[src/rtl/packed_frame_rx.sv]
// Beat-serial receiver: reassembles LSB-first beats into one FRAME_W-bit frame,
// checks frame length against s_last and presents the frame on valid/ready.
module packed_frame_rx #(
    parameter int BEAT_W  = 8,
    parameter int FRAME_W = 120
) (
    input  logic               clk,
    input  logic               rst_n,
    input  logic               s_valid,
    output logic               s_ready,
    input  logic [BEAT_W-1:0]  s_data,
    input  logic               s_last,
    output logic               m_valid,
    input  logic               m_ready,
    output logic [FRAME_W-1:0] m_frame,
    output logic               m_xz,
    output logic               err_short,
    output logic               err_long
);

    localparam int NBEATS = (FRAME_W + BEAT_W - 1) / BEAT_W;
    localparam int ASM_W  = NBEATS * BEAT_W;
    localparam int CNT_W  = (NBEATS > 1) ? $clog2(NBEATS) : 1;
    localparam logic [CNT_W-1:0] LAST_CNT = CNT_W'(NBEATS - 1);

    typedef enum logic [1:0] {COLLECT, HOLD, DRAIN} state_e;

    state_e             state_q, state_d;
    logic [CNT_W-1:0]   cnt_q, cnt_d;
    logic [ASM_W-1:0]   asm_q, asm_d;
    logic [FRAME_W-1:0] frame_q, frame_d;
    logic               xz_acc_q, xz_acc_d;
    logic               m_xz_q, m_xz_d;
    logic               err_short_q, err_short_d;
    logic               err_long_q, err_long_d;
    logic               accept;
    logic               beat_xz;

    // X/Z detection only has meaning in a four-state simulator.
`ifdef SYNTHESIS
    assign beat_xz = 1'b0;
`else
    assign beat_xz = $isunknown(s_data);
`endif

    assign s_ready   = (state_q != HOLD);
    assign m_valid   = (state_q == HOLD);
    assign accept    = s_valid && s_ready;
    assign m_frame   = frame_q;
    assign m_xz      = m_xz_q;
    assign err_short = err_short_q;
    assign err_long  = err_long_q;

    always_comb begin
        // NOTE: every output of this block gets a default first, so no path can infer a latch.
        state_d     = state_q;
        cnt_d       = cnt_q;
        asm_d       = asm_q;
        frame_d     = frame_q;
        xz_acc_d    = xz_acc_q;
        m_xz_d      = m_xz_q;
        err_short_d = 1'b0;
        err_long_d  = 1'b0;
        case (state_q)
            COLLECT: begin
                if (accept) begin
                    asm_d[cnt_q*BEAT_W +: BEAT_W] = s_data;
                    if (s_last && cnt_q == LAST_CNT) begin
                        state_d  = HOLD;
                        cnt_d    = '0;
                        frame_d  = asm_d[FRAME_W-1:0];
                        m_xz_d   = xz_acc_q | beat_xz;
                        xz_acc_d = 1'b0;
                    end else if (s_last) begin
                        err_short_d = 1'b1;
                        cnt_d       = '0;
                        xz_acc_d    = 1'b0;
                    end else if (cnt_q == LAST_CNT) begin
                        err_long_d = 1'b1;
                        state_d    = DRAIN;
                        cnt_d      = '0;
                        xz_acc_d   = 1'b0;
                    end else begin
                        cnt_d    = cnt_q + 1'b1;
                        xz_acc_d = xz_acc_q | beat_xz;
                    end
                end
            end
            HOLD: begin
                if (m_ready) state_d = COLLECT;
            end
            DRAIN: begin
                if (accept && s_last) state_d = COLLECT;
            end
            default: state_d = COLLECT;
        endcase
    end

    // NOTE: sequential state uses non-blocking assignments so all flops update together at the edge.
    always_ff @(posedge clk or negedge rst_n) begin
        if (!rst_n) begin
            state_q     <= COLLECT;
            cnt_q       <= '0;
            frame_q     <= '0;
            xz_acc_q    <= 1'b0;
            m_xz_q      <= 1'b0;
            err_short_q <= 1'b0;
            err_long_q  <= 1'b0;
        end else begin
            state_q     <= state_d;
            cnt_q       <= cnt_d;
            frame_q     <= frame_d;
            xz_acc_q    <= xz_acc_d;
            m_xz_q      <= m_xz_d;
            err_short_q <= err_short_d;
            err_long_q  <= err_long_d;
        end
    end

    // NOTE: the assembly buffer is not reset; every slice is rewritten before a frame is presented.
    always_ff @(posedge clk) begin
        asm_q <= asm_d;
    end

endmodule
[config.mk]
export PLATFORM = sky130hd
export DESIGN_NAME = packed_frame_rx
export DESIGN_NICKNAME = d
export VERILOG_FILES = /design/src/rtl/packed_frame_rx.sv
export SDC_FILE = /design/constraint.sdc
export NUM_CORES = 1
export LEC_CHECK = 0
export BUFFER_PORTS_ARGS = -buffer_cell sky130_fd_sc_hd__buf_2
export CAP_MARGIN = 20
export CORE_MARGIN = 1.5
export CORE_UTILIZATION = 35
export CTS_CLUSTER_SIZE = 20
export DETAILED_ROUTE_END_ITERATION = 6
export GPL_ROUTABILITY_DRIVEN = 0
export PLACE_DENSITY = 0.6
export SLEW_MARGIN = 10
export SYNTH_ARGS = -nofsm -noshare
export SYNTH_HDL_FRONTEND = slang
export SYNTH_SLANG_ARGS = --single-unit
[constraint.sdc]
create_clock -name clk -period 4.6 [get_ports clk]
set_input_delay 0.23 -clock clk [delete_from_list [all_inputs] [get_ports clk]]
set_output_delay 0.23 -clock clk [all_outputs]
set_load 0.01 [all_outputs]
* Word-level counts from Yosys, hierarchy flattened
Index checks and enable logic that the tools add are counted.
Word-level totals: register bits 250, input bits 13, output and inout port bits 125, logic and storage cells 53
Cells by class: $add $sub $neg 2, equal/unequal tests 9, shifts and indexed selects 2, muxes and demuxes 23, reductions and logical operators 9
Operators with widths (count):
- bitwise mux 120 bit | 1
- variable shift 8 x 34 -> 120 bit, first input constant | 1
- indexed part select 8 x 34 -> 120 bit | 1
- negator 7 -> 34 bit | 1
- two-way mux 1 bit | 12
- two-way mux 2 bit | 6
- two-way mux 4 bit | 3
- inequality test 3 bit, second input constant | 2
- one-hot mux 2 bit (3 select lines) | 1
- AND reduction 3 bit | 2
- AND reduction 5 bit | 1
- adder 4 x 1 -> 4 bit, second input constant | 1
- == test 4 bit, second input constant | 1
- inequality test 2 x 1 -> 1 bit, second input constant | 2
- inequality test 2 bit, second input constant | 2
- logical AND 1 bit | 3
- nonzero test 3 bit | 1
- == test 2 x 1 -> 1 bit, second input constant | 1
- == test 2 bit, second input constant | 1
- logical NOT 2 bit | 1
- AND reduction 2 bit | 1

* Longest topological paths before layout
word-level depth 6, depth in mapped cells 10, depth with buffers taken out 6

* Least setup slack after synthesis
No wires, ideal clock.
path type register -> register, start point register state_q[0], end point register asm_q[0] (enable), setup time 1.194 ns, data arrival time 2.804 ns, data required time 3.406 ns, setup slack 0.602 ns, stages on the path, launching flop included 4, path buffers 0, period minus slack after synthesis 3.998 ns, cells stage by stage dfrtp_1 -> nor2_1 -> nand2_1 -> clkinv_1
On the way: cells in the longest elaborated chain, start to end 3, elaborated cells between the ends (all ways) 4, those cells by class 1 x eq/ne; 3 x reduce/logical
RTL lines:
- start: declaration | RTL line 28 | state_e state_q, state_d;
- start signal: assignment | RTL line 110 | state_q <= state_d;
- inequality test 2 x 1 -> 1 bit | RTL line 46 | assign s_ready = (state_q != HOLD);
- logical AND 1 bit | RTL line 48 | assign accept = s_valid && s_ready;
- AND reduction 2 bit (no line) (*)
- end signal: assignment | RTL line 122 | asm_q <= asm_d;
- end: declaration | RTL line 30 | logic [ASM_W-1:0] asm_q, asm_d;
Every way passes the cells marked *; elsewhere a longest branch is shown, timed or not. A chain may end at the register's enable or synchronous reset.

* Worst setup path in the final report
start point register cnt_q[2], end point register asm_q[66] (data pin)
On the way: cells in the longest elaborated chain, start to end 3, elaborated cells between the ends (all ways) 4, those cells by class 1 x add/sub; 2 x shift; 1 x mux
RTL lines:
- start: declaration | RTL line 29 | logic [CNT_W-1:0] cnt_q, cnt_d;
- start signal: assignment | RTL line 111 | cnt_q <= cnt_d;
- negator 7 -> 34 bit (*) | RTL line 67 | asm_d[cnt_q*BEAT_W +: BEAT_W] = s_data;
- indexed part select 8 x 34 -> 120 bit / variable shift 8 x 34 -> 120 bit (equally long branches) | RTL line 67
- bitwise mux 120 bit (*) | RTL line 67
Marked as above.

==> impl_metrics.yaml <==
finish:
  antenna_cells: 0
  regArea_sq_um: 6810
  syn_to_final_growth_pct: 19.2
  drive_gt1_share_pct: 40.8
  finalNetCount: 918
  multi_input_area_sq_um: 3640
  n_fill_cell: 2848
detailed_routing:
  detail-route-antenna-nets: 0
  wl_mm: 25.1
  num_vias: 6666
  remaining_drc_errors: 0
  firstDrtPassIters: 5
  wl_per_cell_um: 19.2
  drt_iter0_drc: 401
  avgViaCountPerCell: 5.08
yosys:
  synth-simple-area-share_pct: 9.85
  synthesis.nets: 779
  yosysSeqAreaShare_pct: 63.8
  yosys.area.top_type: "edfxtp_1"
  synthAdderAreaFrac_pct: 0.469
  synth_cells: 762
  netlist_area_sq_um: 10700
  synth_top_family_by_area: "multiplexers"
  synth_compound_area_share_pct: 6.03
  yosys-top-cells-area: "edfxtp_1 (34%), dfrtp_1 (30%), mux2_2 (17%)"
  avgSynthCellArea_sq_um: 14.0
  synth_ff_type: "dfrtp_1"
  synth_xor_area_share_pct: 0.235
  synth_edf_count: 120
  synth_top_area_share_pct: 33.8
  synth.distinct_cells: 48
  synth_warnings: 0
  async_reset_ff_share_pct: 51.6
  ys_ff_latch: 248
  synth_mux_area_share_pct: 17.4
power:
  p_leak_nw: 5.44
  p_sw_share_pct: 25.0
  p_clk_share_pct: 42.0
  ir_drop_mv: 0.328
  pwr-share-comb_pct: 11.0
  seqPwrFrac_pct: 47.0
  power_density_nw_per_um2: 428
  power.internal_w: 0.00408
  p_sw_w: 0.00136
clock_tree:
  cts_root_buf: "clkbuf_16"
  clk_path_buf_depth: 3
  cts_tree: "built"
  cts_inserted_buffers: 28
  cts-htree-levels: 1
  clock_sinks: 248
  path_clk_slew_ps: 70
  postCtsSetupBuffers: 0
  clk_latency_ps: 550
die:
  rows: 63
  die_x_um: 178
  ios: 138
  coreArea_sq_um: 29800
  die_area_sq_um: 31500
  start_util_pct: 35.8
  die_h_um: 178
run:
  max-cap-violations: 0
placed_design:
  dp_hpwl_mm: 16.1
  pre_cts_ws_ps: 1370
  port_buffers: 136
setup_path:
  reg2reg_depth: 6
  path_class: "reg2reg"
  cp_data_arrival_time_ps: 3580
  rr_startpoint: "cnt_q[2]"
  reg2reg_slack_ps: 1300
  worstPathRequired_ps: 4880
  cp_max_fo: 16
  r2r-end: "asm_q[66]"
  cp-start-kind: "flip-flop"
  end_kind: "flip-flop"
grt:
  grt_pass1_vias: 6629
  grt_pass1_wl_mm: 39.4
  grt_start_max_net_pins: 97
  grt_antenna_before_repair: 0
  grt_overflow_total: 0
  grt.total_usage_pct: 16.1
sta:
  hold_ws_ps: 221
  setup_tns_ps: 0
  min_period_over_period_pct: 71.7
  relSlewSlack_pct: 35.8
  finalSetupViolCount: 0
  timing.final.max_slew_violations: 0
  fin_ws_ps: 1300
  tightest_slew_ps: 963
  finClkSkew_ps: 17.8
  fin_crit_ps: 3300
  hold_viol: 0
  rsz0062_at_grt: "false"
  max_freq_mhz: 303
hold_path:
  holdPathEnd: "asm_q[73]"
  worstHoldPathCells: 2
  hold_start: "s_data[1]"
  min_path_type: "in2reg"
outcome:
  status: "finished, final reports clean"
metrics by stage:
stage,power [W],instances,utilization (%),cell area [sq um]
floorplan,0.00299,762,-,10700
global placement,0.00319,1256,39.3,11700
detailed placement,0.00320,1256,39.3,11700
CTS,0.00550,1312,42.7,12700
global route,0.00564,1312,42.7,12700
finish,0.00543,1312,42.7,12700
placed cells by master (no fill, tap or decap), types with 4 or more instances in the layout:
master and instances:
mux2_2 165, buf_2 135, dfrtp_1 128, edfxtp_1 120, nor2_1 47, nand3_1 45
nand2_1 45, a31oi_1 34, nand2b_1 28, clkbuf_16 28, o21ai_0 27, nor3_1 11
nor3b_1 8, o211ai_1 8, buf_4 7, clkinv_2 6, nand4_1 5, clkbuf_8 5
dlygate4sd3_1 5, inv_1 4, ha_1 4
power by group through the flow:
stage	logic (W)	registers [W]	clock network (W)
5_1_grt	0.000663	0.00257	0.00241
4_1_cts	0.000607	0.00256	0.00233
2_1_floorplan	0.000371	0.00261	0
3_5_place_dp	0.000603	0.00260	0
3_3_place_gp	0.000591	0.00260	0
6_report	0.000597	0.00256	0.00228
what timing repair did:
item / in CTS / in global routing
gates resized for setup: 0 / 0
hold buffers: 5 / 0
hold endpoints to repair: 98 / 0
registers in the layout (all words and copies together), names as in the netlist:
register and flops:
asm_q 120, cnt_q 4, err_long 1, err_short 1
m_frame 120, state_q 2
cell type report:
type                       instances  area share, %
sequential                       248           53.5
multi-input combinational        469           28.6
timing repair buffer             149           6.37
clock buffer                      36           6.14
tap                              390           3.84
clock inverter                    15           1.34
inverter                           5          0.167
worst max path at each step:
stage	start	endpoint	slack (ps)	cells past startpoint
after floorplan	state_q[0]	asm_q[0]	600	3
after global placement	cnt_q[2]	asm_q[66]	1420	6
after detailed placement	cnt_q[0]	asm_q[20]	1370	7
after CTS	cnt_q[2]	asm_q[66]	1350	6
after global routing	cnt_q[0]	asm_q[16]	1050	7
final	cnt_q[2]	asm_q[66]	1300	6
logic make-up (layout without fill, tap and decap cells):
logic type                 count (synthesis)  after routing
DFF                                      248            248
and+or+nand+nor                          210            210
muxes                                    165            165
AOI/OAI and AO/OA                         87             87
buffers and inverters                     45            205
adders and majority gates                  4              4
xor gates and xnor gates                   2              2
other                                      1              1
worst max-delay path, cell delays in order (launching register included):
cell and delay [ps]:
dfrtp_1 620, nor3_1 100, ha_1 380, nor2b_1 750, o21a_1 640, nand2_1 230
mux2_2 320
routing by layer:
layer / global-route usage [%] / vias to the layer above / part of all wire (%)
met3: 3.98 / 34 / 7.2
met5: 0 / - / 0
met4: 4.03 / 0 / 2.1
met1: 22.7 / 3341 / 45
met2: 24.9 / 196 / 45
li1: - / 3095 / -
cell usage after synthesis, types with 9 or more instances:
master / number
clkbuf_1: 9
nand2b_1: 28
a31oi_1: 34
mux2_2: 165
o21ai_0: 27
dfrtp_1: 128
nor3_1: 11
nand3_1: 45
nor2_1: 47
nand2_1: 45
edfxtp_1: 120
buf_2: 22
Note: power is estimated with default switching activity, not from simulation.
